File: src/rtl/seg7_scan_2digit.sv
// seg7_scan_2digit: holds two BCD digits and scans them onto a multiplexed 7-segment display
module seg7_scan_2digit #(
  parameter int REFRESH_CNT = 50000,
  parameter int CNT_W = 16,
  parameter int GUARD = 4,
  parameter bit ACTIVE_LOW = 1
) (
  input  logic       clk,
  input  logic       rst,
  input  logic       load,
  input  logic [3:0] d_units,
  input  logic [3:0] d_tens,
  input  logic       blank_lz,
  output logic [7:0] seg,
  output logic [1:0] an,
  output logic       frame_done
);
  localparam logic [6:0] DEC [16] = '{7'h3F, 7'h06, 7'h5B, 7'h4F, 7'h66, 7'h6D, 7'h7D, 7'h07,
                                      7'h7F, 7'h6F, 7'h40, 7'h40, 7'h40, 7'h40, 7'h40, 7'h40};
  localparam logic [7:0] SEG_OFF = ACTIVE_LOW ? 8'hFF : 8'h00;
  localparam logic [1:0] AN_OFF = ACTIVE_LOW ? 2'b11 : 2'b00;
  logic [CNT_W-1:0] cnt;
  logic sel, wrap, off;
  logic [3:0] hold_u, hold_t;
  logic [6:0] pat;
  logic [1:0] an_on;
  always_comb begin
    wrap = cnt == CNT_W'(REFRESH_CNT - 1);
    off = (cnt < CNT_W'(GUARD)) || (sel && blank_lz && hold_t == 4'd0);
    pat = off ? 7'h00 : DEC[sel ? hold_t : hold_u];
    an_on = off ? 2'b00 : (sel ? 2'b10 : 2'b01);
  end
  always_ff @(posedge clk) begin
    if (rst) begin
      cnt <= '0;
      sel <= 1'b0;
      hold_u <= 4'd0;
      hold_t <= 4'd0;
      frame_done <= 1'b0;
      seg <= SEG_OFF;
      an <= AN_OFF;
    end else begin
      cnt <= wrap ? '0 : cnt + 1'b1;
      sel <= sel ^ wrap;
      frame_done <= wrap && sel;
      hold_u <= load ? d_units : hold_u;
      hold_t <= load ? d_tens : hold_t;
      seg <= ACTIVE_LOW ? {1'b1, ~pat} : {1'b0, pat};
      an <= ACTIVE_LOW ? ~an_on : an_on;
    end
  end
endmodule

File: config.mk
export PLATFORM = sky130hd
export DESIGN_NAME = seg7_scan_2digit
export DESIGN_NICKNAME = d
export VERILOG_FILES = /design/src/rtl/seg7_scan_2digit.sv
export SDC_FILE = /design/constraint.sdc
export NUM_CORES = 1
export LEC_CHECK = 0
export BUFFER_PORTS_ARGS = -buffer_cell sky130_fd_sc_hd__buf_4
export CORE_UTILIZATION = 55
export DETAILED_ROUTE_END_ITERATION = 10
export MAX_ROUTING_LAYER = met4
export PLACE_DENSITY = 0.8
export RECOVER_POWER = 25
export SETUP_SLACK_MARGIN = 0.15
export SLEW_MARGIN = 5
export SYNTH_ARGS = -nofsm -noshare
export SYNTH_HDL_FRONTEND = slang
export SYNTH_SLANG_ARGS = --single-unit
export TNS_END_PERCENT = 10
File: constraint.sdc
create_clock -name clk -period 2.05 [get_ports clk]
set_clock_uncertainty 0.1 [all_clocks]
set_input_delay 0.3075 -clock clk [delete_from_list [all_inputs] [get_ports clk]]
set_output_delay 0.3075 -clock clk [all_outputs]
set_load 0.01 [all_outputs]
==> impl_summary.txt, run 1 <==
----------------------------------------------------
[Outcome]
  Run status ... finished clean

[Finish]
  Area growth from synthesis to layout ... 15.6%
  Share of post-route cells with drive strength above 1 ... 0.187
  Multi-input gate area ... 808 µm²
  Post-layout nets ... 216
  Post-route non-filler standard cell count ... 229
  Fill cell count ... 223
  Antenna cell count ... 0
  Combined flip-flop and latch cell area ... 702 µm²

[Clocking]
  Clock slew at the register clock pins of the worst setup and hold paths ... 0.10 ns
  TritonCTS Buffers ... 5
  Buffers inserted by post-CTS timing repair ... 0
  Number of buffers added to fix hold violations after cts ... 0
  Deepest level of the CTS H-tree ... 2
  Clock tree from TritonCTS ... done
  Clock tree buffer depth ... 2
  Sink count of the clock tree ... 35
  Cell at the root of the clock tree ... clkbuf_4
  Insertion delay of the later-clocked pin in the worst-skew pair ... 0.33 ns
  Post_cts resized ... 0

[STA]
  Slew Viols, Final ... 0
  Final hold viol count ... 0
  Setup-failing EPs final ... 0
  Time the final worst path needs with I/O delays and setup ... 1.77 ns
  Unrepaired setup endpoints after global routing ... false
  F_max ... 565 MHz
  Final-layout setup total negative slack ... 0 ns
  Portion of the clock cycle consumed by the worst path in the final layout ... 0.864

[Yosys]
  Top cells by count, synth ... dfxtp_1, nor2_1, mux2i_1, xnor2_1, nand2_1
  Synth top area cells ... dfxtp_1, mux2i_1, nor2_1, xnor2_1, ha_1
  Most frequent cell after synthesis ... dfxtp_1
  Share of Yosys cell area claimed by the top area cell type ... 0.445
  Number of different library cells in the post-synthesis netlist ... 28
  Synthesized area per cell ... 9.11 µm²
  Sequential area share after synthesis ... 0.445
  Asr flop ratio synth ... 0
  Post-synth design cell area ... 1580 µm²
  Number of synthesized flops with an enable pin ... 0
  Total of warnings raised by yosys ... 0
  Flop and latch count out of synthesis ... 35
  Dominant synthesized flop cell ... dfxtp_1
  Synthesized netlist cell count ... 173
  Most area-hungry cell type in the Yosys netlist ... dfxtp_1
  Synthesized net count ... 192

[Power and ir drop]
  Internal power ... 957 µW
  Part of the power in the clock network ... 0.335
  NetSw ... 285 µW
  Part of the power in combinational logic ... 0.091
  Areal power density over the cells ... 682 nW/µm²
  Leakage power figure ... 0.000737 µW
  Max IR drop VDD ... 0.523 mV
  Fraction of power spent switching nets ... 0.229
  Sequential cell fraction of total power ... 0.574

[Hold path]
  Hold Path Class ... in2reg
  WHS Path Cells ... 3

[Worst setup path]
  Setup crit start kind ... flop
  R2r worst-path depth ... 5
  Critical path fanouts, max ... 6
  Data arrival time of the critical path ... 1.90 ns
  Kind of capture point of the worst setup path ... flop
  Category of the critical setup timing path ... reg2reg
  Worst EP required ... 2.18 ns

[Global route]
  Largest net degree at the start of global routing ... 13
  Overall track demand over capacity in global routing ... 0.220
  Overall overflow remaining after global route ... 0
  Via count of the first global-routing pass ... 1200
  Global-route wire length before repair ... 5.17 mm
  Antenna violations before repair ... 0

[Routing]
  Via Count ... 1231
  Antenna violation net count after detailed routing ... 0
  Detailed-route wire length ... 2.86 mm
  Post-detailed-route via-to-cell ratio ... 5.38
  Routed wire per std cell ... 12.5 µm
  Detailed router's first-iteration violation count ... 29
  Total DRC errors in the routed layout ... 0
  First-pass iteration count of the detailed router ... 5

[Floorplan]
  Floorplan Core Area ... 2730 µm²
  Starting density of the core ... 0.576
  Number of placed I/O pins ... 23
  Total number of placement rows ... 19
  Horiz. Die Dim ... 55.5 µm
  Die area ... 3080 µm²
  Die Ht ... 55.5 µm

[Placed design]
  Placed cell count ... 221
  Placed wire-length estimate ... 2.17 mm
  RD Place Congestion ... 0.771
  Count of input and output buffers ... 21

[Flow run]
  Number of maximum-capacitance violations ... 0

----------------------------------------------------
==> critical path, cell delays in order (launching register included) <==
cell     delay, ns
dfxtp_1       0.38
nor3_1        0.33
nand2_2       0.13
nor4_1        0.32
ha_1          0.28
nor2b_1       0.13
==> routing by layer <==
metal,up-vias,track usage,share of wire
met1,570,0.250,0.46
met3,7,0.0679,0.042
li1,624,-,-
met2,30,0.353,0.48
met4,0,0.104,0.013
met5,-,-,0
==> power groups by stage <==
| stage | Sequential, µW | Combinational, µW | Clock, µW |
|---|---|---|---|
| global placement | 726 | 109 | 0 |
| detailed placement | 727 | 115 | 0 |
| finish | 713 | 114 | 416 |
| global route | 715 | 129 | 456 |
| floorplan | 726 | 75.0 | 0 |
| CTS | 712 | 115 | 425 |
==> area by class of cell <==
type | count | share of cell area
Inverter | 8 | 0.0165
Tap cell | 31 | 0.0213
Sequential cell | 35 | 0.386
Clock buffer | 8 | 0.0378
Multi-Input combinational cell | 123 | 0.444
Timing Repair Buffer | 24 | 0.0948
==> placed cells by master, fill, tap and decap left out <==
cell,instances
clkbuf_1,3
nand4_1,5
mux2_2,2
inv_1,8
nand3_1,6
nor2b_1,2
dfxtp_1,34
or2_2,1
buf_4,22
o41ai_4,1
and3_1,1
a21oi_1,4
ha_1,7
nand2b_1,3
nand2_2,1
nand2_1,10
o21ai_0,6
nor3_1,6
nor4_4,1
mux2i_1,11
dfxtp_2,1
xor2_1,2
clkbuf_8,2
mux2i_2,1
clkbuf_4,5
nor4_1,7
o22ai_1,1
nor2_1,32
xnor2_1,12
conb_1,1
==> worst paths after layout <==
kind,start,end,slack [ns]
worst min register to register,sel,an[1],0.38
worst max-delay path,cnt[5],sel,0.28
worst max register to register,cnt[5],sel,0.28
worst min-delay path,d_tens[2],hold_t[2],0.11
==> sequential cells by signal, summed over array words and instances, names as in the netlist <==
register / flops
hold_u: 4
cnt: 16
sel: 1
frame_done: 1
an: 2
hold_t: 4
seg: 7
==> cell families after synthesis <==
family / count (synthesis) / synth area share
DFF: 35 / 0.445
adders and majority gates: 7 / 0.0556
and+or+nand+nor: 75 / 0.231
muxes: 14 / 0.0906
AOI/OAI and AO/OA: 12 / 0.0532
xor gates and xnor gates: 14 / 0.0778
other: 1 / 0.00238
buffers and inverters: 15 / 0.0445
==> through the flow <==
step | worst slack, ns | hold slack (ns) | cell area, µm² | power, µW | utilization
after global routing | 0.179 | 0.0932 | 1820 | 1300 | 0.666
after detailed placement | 0.217 | 0.387 | 1750 | 842 | 0.642
final | 0.280 | 0.112 | 1820 | 1240 | 0.666
after CTS | 0.206 | 0.104 | 1820 | 1250 | 0.667
after global placement | 0.286 | 0.341 | 1750 | 835 | 0.642
after floorplan | 0.210 | 0.279 | 1580 | 801 | -
Power figures use the tool's default switching activity.
==> inputs of run 2 (changes only) <==
--- a/config.mk
+++ b/config.mk
@@ -6,10 +6,10 @@
 export NUM_CORES = 1
 export LEC_CHECK = 0
 export BUFFER_PORTS_ARGS = -buffer_cell sky130_fd_sc_hd__buf_4
-export CORE_UTILIZATION = 55
+export CORE_UTILIZATION = 50
 export DETAILED_ROUTE_END_ITERATION = 10
 export MAX_ROUTING_LAYER = met4
-export PLACE_DENSITY = 0.8
+export PLACE_DENSITY = 0.77
 export RECOVER_POWER = 25
 export SETUP_SLACK_MARGIN = 0.15
 export SLEW_MARGIN = 5
==> constraint.sdc (replaced) <==
create_clock -name clk -period 1.6 [get_ports clk]
set_clock_uncertainty 0.1 [all_clocks]
set_input_delay 0.24 -clock clk [delete_from_list [all_inputs] [get_ports clk]]
set_output_delay 0.24 -clock clk [all_outputs]
set_load 0.01 [all_outputs]
==> run 2 against run 1 <==
Combinational power rose by 60%. Design area rose by 14%. Setup slack got worse by 0.23 ns. Non-clock buffer count rose by 12. Sequential share of layout area fell by 4.3 points. Clock power rose by 15%.
==> impl_summary.txt, run 2 (synthesized netlist as in run 1, its figures left out) <==
----------------------------------------------------
[Finish]
  Post-layout nets ... 228 (was 216)
  Post-route non-filler standard cell count ... 253 (was 229)
  Area growth from synthesis to layout ... 31.8% (was 15.6%)
  Registers with the most flip-flops ... cnt: 16 flops, seg: 7 flops (unchanged)
  Post-route standard cell area excluding fillers ... 2080 µm² (was 1820 µm²)
  Top reg by flops ... cnt (unchanged)
  Antenna cell count ... 0 (unchanged)
  Most used cells in the layout excluding fill and tap cells ... buf_4, dfxtp_1, nor2_1 (was dfxtp_1, nor2_1, buf_4)
  Most common cell after layout, fill and taps aside ... buf_4 (was dfxtp_1)
  Max reg flops ... 16 (unchanged)
  Share of post-route cells with drive strength above 1 ... 0.378 (was 0.187)

[Placed design]
  Placed cell count ... 246 (was 221)
  Placed wire-length estimate ... 2.32 mm (was 2.17 mm)
  RD Place Congestion ... 0.822 (was 0.771)
  Placed Instance Area ... 1900 µm² (was 1750 µm²)
  Count of input and output buffers ... 21 (unchanged)

[Floorplan]
  Number of placed I/O pins ... 23 (unchanged)
  Die Ht ... 58.1 µm (was 55.5 µm)
  Total number of placement rows ... 20 (was 19)
  Die area ... 3380 µm² (was 3080 µm²)
  Horiz. Die Dim ... 58.1 µm (was 55.5 µm)
  Starting density of the core ... 0.520 (was 0.576)
  Floorplan Core Area ... 3030 µm² (was 2730 µm²)

[Clocking]
  Cell at the root of the clock tree ... clkbuf_4 (unchanged)
  Insertion delay of the later-clocked pin in the worst-skew pair ... 0.33 ns (about the same)
  Clock slew at the register clock pins of the worst setup and hold paths ... 0.10 ns (about the same)
  TritonCTS Buffers ... 5 (unchanged)
  Clock tree buffer depth ... 2 (unchanged)
  Number of buffers added to fix hold violations after cts ... 0 (unchanged)
  Clock tree from TritonCTS ... done (unchanged)
  Deepest level of the CTS H-tree ... 2 (unchanged)
  Sink count of the clock tree ... 35 (unchanged)

[Flow run]
  Number of maximum-capacitance violations ... 0 (unchanged)

[Hold path]
  Startpoint of the lowest-slack hold path ... d_units[0] (was d_tens[2])
  Hold Path Class ... in2reg (unchanged)

[Global route]
  Largest net degree at the start of global routing ... 13 (unchanged)
  Overall track demand over capacity in global routing ... 0.213 (was 0.220)
  Antenna violations before repair ... 0 (unchanged)
  Via count of the first global-routing pass ... 1207 (was 1200)
  Global-route wire length before repair ... 5.20 mm (was 5.17 mm)
  Overall overflow remaining after global route ... 0 (unchanged)

[Routing]
  Routed wire per std cell ... 12.8 µm (was 12.5 µm)
  Detailed-route wire length ... 3.24 mm (was 2.86 mm)
  Post-detailed-route via-to-cell ratio ... 5.13 (was 5.38)
  Total DRC errors in the routed layout ... 0 (unchanged)
  Detailed router's first-iteration violation count ... 50 (was 29)
  Via Count ... 1299 (was 1231)
  First-pass iteration count of the detailed router ... 4 (was 5)
  Antenna violation net count after detailed routing ... 0 (unchanged)

[STA]
  Setup-failing EPs final ... 0 (unchanged)
  Time the final worst path needs with I/O delays and setup ... 1.55 ns (was 1.77 ns)
  Slew Viols, Final ... 0 (unchanged)
  F_max ... 646 MHz (was 565 MHz)
  Portion of the clock cycle consumed by the worst path in the final layout ... 0.968 (was 0.864)
  Final hold viol count ... 0 (unchanged)
  Unrepaired setup endpoints after global routing ... true (was false)

[Worst setup path]
  Setup crit start kind ... flop (unchanged)
  Startpoint of the most critical register-to-register path ... cnt[0] (was cnt[5])
  Critical path fanouts, max ... 4 (was 6)
  Data arrival time of the critical path ... 1.69 ns (was 1.90 ns)
  Category of the critical setup timing path ... reg2reg (unchanged)
  Worst setup path startpoint ... cnt[0] (was cnt[5])
  Kind of capture point of the worst setup path ... flop (unchanged)
  Worst EP required ... 1.74 ns (was 2.18 ns)

[Power and ir drop]
  Fraction of power spent switching nets ... 0.244 (was 0.229)
  Internal power ... 1190 µW (was 957 µW)
  Total power ... 1580 µW (was 1240 µW)
  Sequential cell fraction of total power ... 0.580 (was 0.574)
  Part of the power in combinational logic ... 0.116 (was 0.091)
  Part of the power in the clock network ... 0.305 (was 0.335)
  Leakage power figure ... 0.000805 µW (was 0.000737 µW)
  Max IR drop VDD ... 0.513 mV (was 0.523 mV)
  NetSw ... 385 µW (was 285 µW)
  Areal power density over the cells ... 759 nW/µm² (was 682 nW/µm²)

[Outcome]
  Run status ... finished clean (unchanged)

----------------------------------------------------
-- run 2: stage by stage --
| step | hold WS, ns | utilization | setup slack [ns] | TNS [ns] |
|---|---|---|---|---|
| detailed placement | 0.390 | 0.627 | 0.0146 | 0 |
| CTS | 0.0243 | 0.648 | 0.0321 | 0 |
| global route | 0.0527 | 0.686 | -0.0175 | -0.0176 |
| floorplan | 0.204 | - | 0.0349 | 0 |
| finish | 0.0370 | 0.686 | 0.0511 | 0 |
| global placement | 0.373 | 0.627 | 0.0515 | 0 |
-- run 2: what timing repair did --
item | in CTS | in global routing
pin swaps | 1 | 18
setup buffers | 0 | 0
endpoints found under the setup margin | 24 | 26
resized for setup | 2 | 34
-- run 2: final cells by class --
class	count	area, µm²
clock buffer	6	51.3
clock inverter	1	5.00
fill	228	952
inverter	8	30.0
multi-input combinational	123	941
sequential	35	712
tap	44	55.1
timing repair buffer	36	282
-- run 2: final timing paths --
path	end	slack [ns]	cells past startpoint
max	cnt[15]	0.05	5
min	hold_u[0]	0.04	3
max reg2reg	cnt[15]	0.05	5
min reg2reg	hold_u[1]	0.42	2
-- run 2: routing by layer --
metal | vias up | part of all wire | GRT usage
met4 | 0 | 0.022 | 0.119
met3 | 10 | 0.045 | 0.0491
met1 | 600 | 0.44 | 0.261
met5 | - | 0 | -
li1 | 652 | - | -
met2 | 37 | 0.49 | 0.322
-- run 2: power groups by stage --
stage	registers, µW	logic, µW	clock network [µW]
after floorplan	933	107	0
after global placement	931	160	0
after detailed placement	933	167	0
after CTS	911	167	498
after global routing	916	203	538
final	913	182	480
-- run 2: worst max-delay path, cell delays in order (launching register included) --
cell and delay, ns:
dfxtp_1 0.38, buf_4 0.15, nand4_1 0.23, nor4_1 0.38, xnor2_1 0.16, nor2_1 0.05
==> inputs of run 3 (changes only) <==
--- a/config.mk
+++ b/config.mk
@@ -6,12 +6,14 @@
 export NUM_CORES = 1
 export LEC_CHECK = 0
 export BUFFER_PORTS_ARGS = -buffer_cell sky130_fd_sc_hd__buf_4
-export CORE_UTILIZATION = 50
+export CELL_PAD_IN_SITES_DETAIL_PLACEMENT = 0
+export CELL_PAD_IN_SITES_GLOBAL_PLACEMENT = 1
+export CORE_UTILIZATION = 38
 export DETAILED_ROUTE_END_ITERATION = 10
 export MAX_ROUTING_LAYER = met4
 export PLACE_DENSITY = 0.77
 export RECOVER_POWER = 25
-export SETUP_SLACK_MARGIN = 0.15
+export SETUP_SLACK_MARGIN = 0.02
 export SLEW_MARGIN = 5
 export SYNTH_ARGS = -nofsm -noshare
 export SYNTH_HDL_FRONTEND = slang
==> run 3 against run 2 <==
Non-clock buffer count up 5. Flip-flop and latch count unchanged. Routed wire length down 1.4%. Sequential share of layout area down 0.28 points. First-iteration DRC count up 38%. Highest routed layer unchanged. Worst hold slack better by 0.052 ns. Combinational power down 7%.
==> impl_summary.txt, run 3 (synthesized netlist as in run 1, its figures left out) <==
----------------------------------------------------
[STA]
  Final hold viol count ... 0 (unchanged)
  WHS ... 0.0889 ns (was 0.0370 ns)
  Final-layout setup total negative slack ... 0 ns (unchanged)
  Worst Slack Setup Final ... 0.0187 ns (was 0.0511 ns)
  F_max ... 632 MHz (was 646 MHz)
  Portion of the clock cycle consumed by the worst path in the final layout ... 0.988 (was 0.968)
  Time the final worst path needs with I/O delays and setup ... 1.58 ns (was 1.55 ns)
  Setup-failing EPs final ... 0 (unchanged)
  Slew Viols, Final ... 0 (unchanged)
  Unrepaired setup endpoints after global routing ... true (unchanged)

[Routing]
  Via Count ... 1303 (was 1299)
  Total DRC errors in the routed layout ... 0 (unchanged)
  Routed wire per std cell ... 12.1 µm (was 12.8 µm)
  First-pass iteration count of the detailed router ... 4 (unchanged)
  Detailed router's first-iteration violation count ... 69 (was 50)
  Detailed-route wire length ... 3.20 mm (was 3.24 mm)
  Post-detailed-route via-to-cell ratio ... 4.92 (was 5.13)
  Antenna violation net count after detailed routing ... 0 (unchanged)

[Global route]
  Antenna violations before repair ... 0 (unchanged)
  Overall overflow remaining after global route ... 0 (unchanged)
  Overall track demand over capacity in global routing ... 0.181 (was 0.213)
  Largest net degree at the start of global routing ... 13 (unchanged)
  Global-route wire length before repair ... 5.79 mm (was 5.20 mm)
  Via count of the first global-routing pass ... 1309 (was 1207)

[Worst setup path]
  Worst EP required ... 1.68 ns (was 1.74 ns)
  Kind of capture point of the worst setup path ... flop (unchanged)
  Critical path fanouts, max ... 6 (was 4)
  Setup crit start kind ... flop (unchanged)
  R2r worst-path depth ... 6 (was 5)
  Startpoint of the most critical register-to-register path ... cnt[12] (was cnt[0])
  Data arrival time of the critical path ... 1.66 ns (was 1.69 ns)
  Category of the critical setup timing path ... reg2reg (unchanged)
  Worst setup path startpoint ... cnt[12] (was cnt[0])

[Power and ir drop]
  Areal power density over the cells ... 825 nW/µm² (was 759 nW/µm²)
  Leakage power figure ... 0.000838 µW (was 0.000805 µW)
  Max IR drop VDD ... 0.499 mV (was 0.513 mV)

[Clocking]
  Deepest level of the CTS H-tree ... 2 (unchanged)
  Cell at the root of the clock tree ... clkbuf_8 (was clkbuf_4)
  Clock slew at the register clock pins of the worst setup and hold paths ... 0.08 ns (was 0.10 ns)
  Sink count of the clock tree ... 35 (unchanged)
  Number of buffers added to fix hold violations after cts ... 0 (unchanged)
  Clock tree from TritonCTS ... done (unchanged)
  Insertion delay of the later-clocked pin in the worst-skew pair ... 0.29 ns (was 0.33 ns)
  TritonCTS Buffers ... 5 (unchanged)
  Clock tree buffer depth ... 2 (unchanged)

[Placed design]
  Placed cell count ... 257 (was 246)
  Minimum setup slack after placement ... -0.0596 ns (was 0.0146 ns)
  Placed wire-length estimate ... 2.47 mm (was 2.32 mm)
  Count of input and output buffers ... 21 (unchanged)
  RD Place Congestion ... 0.893 (was 0.822)

[Outcome]
  Run status ... finished clean (unchanged)

[Hold path]
  Hold Path Class ... in2reg (unchanged)
  Startpoint of the lowest-slack hold path ... d_tens[1] (was d_units[0])
  WHS Path Cells ... 3 (unchanged)

[Finish]
  Top reg by flops ... cnt (unchanged)
  Most common cell after layout, fill and taps aside ... buf_4 (unchanged)
  Most used cells in the layout excluding fill and tap cells ... buf_4, dfxtp_1, nor2_1 (unchanged)
  Combined flip-flop and latch cell area ... 706 µm² (was 712 µm²)
  Share of post-route cells with drive strength above 1 ... 0.316 (was 0.378)
  Multi-input gate area ... 872 µm² (was 941 µm²)
  Post-route non-filler standard cell count ... 265 (was 253)
  Post-route core utilization ... 0.519 (was 0.686)
  Registers with the most flip-flops ... cnt: 16 flops, seg: 7 flops (unchanged)
  Antenna cell count ... 0 (unchanged)
  Area growth from synthesis to layout ... 31.7% (was 31.8%)
  Fill cell count ... 379 (was 228)
  Max reg flops ... 16 (unchanged)
  Post-layout nets ... 233 (was 228)

[Floorplan]
  Die Ht ... 66.4 µm (was 58.1 µm)
  Number of placed I/O pins ... 23 (unchanged)
  Die area ... 4410 µm² (was 3380 µm²)
  Floorplan Core Area ... 4000 µm² (was 3030 µm²)
  Starting density of the core ... 0.394 (was 0.520)
  Horiz. Die Dim ... 66.4 µm (was 58.1 µm)
  Total number of placement rows ... 23 (was 20)

[Flow run]
  Number of maximum-capacitance violations ... 0 (unchanged)

----------------------------------------------------
==> run 3: final cells by class <==
class / instances / share of cell area
Inverter: 8 / 0.0145
Tap cell: 50 / 0.0302
Multi-Input combinational cell: 123 / 0.420
Clock buffer: 5 / 0.0332
Sequential cell: 35 / 0.340
Clock inverter: 3 / 0.00965
Timing Repair Buffer: 41 / 0.152
==> run 3: final timing paths <==
| kind | end | slack (ns) |
|---|---|---|
| worst max-delay path | cnt[10] | 0.02 |
| worst min-delay path | hold_t[1] | 0.09 |
| worst max register to register | cnt[10] | 0.02 |
| worst min register to register | hold_u[3] | 0.41 |
==> run 3: metal layers <==
layer / wire (µm) / GRT usage / vias to the layer above
li1: - / - / 658
met2: 1550 / 0.296 / 28
met1: 1460 / 0.209 / 612
met4: 46 / 0.0665 / 0
met3: 140 / 0.0517 / 5
met5: 0 / - / -
==> run 3: timing repair <==
item,4_1_cts,5_1_grt
setup buffers,0,0
pin swaps,3,4
resized for setup,8,8
endpoints found under the setup margin,11,19
==> run 3: power breakdown <==
part           switching (µW)  internal [µW]  leakage (µW)
Sequential               20.2            894      0.000286
Clock                     326            303     0.0000402
Combinational            79.0           90.9      0.000512
Total                     425           1290      0.000838
==> run 3: worst max-delay path, stage by stage (launching register included) <==
cell and delay (ns):
dfxtp_2 0.34, nor4_4 0.31, nand2_2 0.10, buf_6 0.13, o41ai_4 0.24, buf_4 0.20
nor2_1 0.05
==> run 3: stage by stage <==
step                power (µW)  instance area (µm²)
finish                    1710                 2070
global route              1810                 2070
CTS                       1730                 2050
detailed placement        1100                 1930
global placement          1090                 1930
floorplan                 1030                 1600
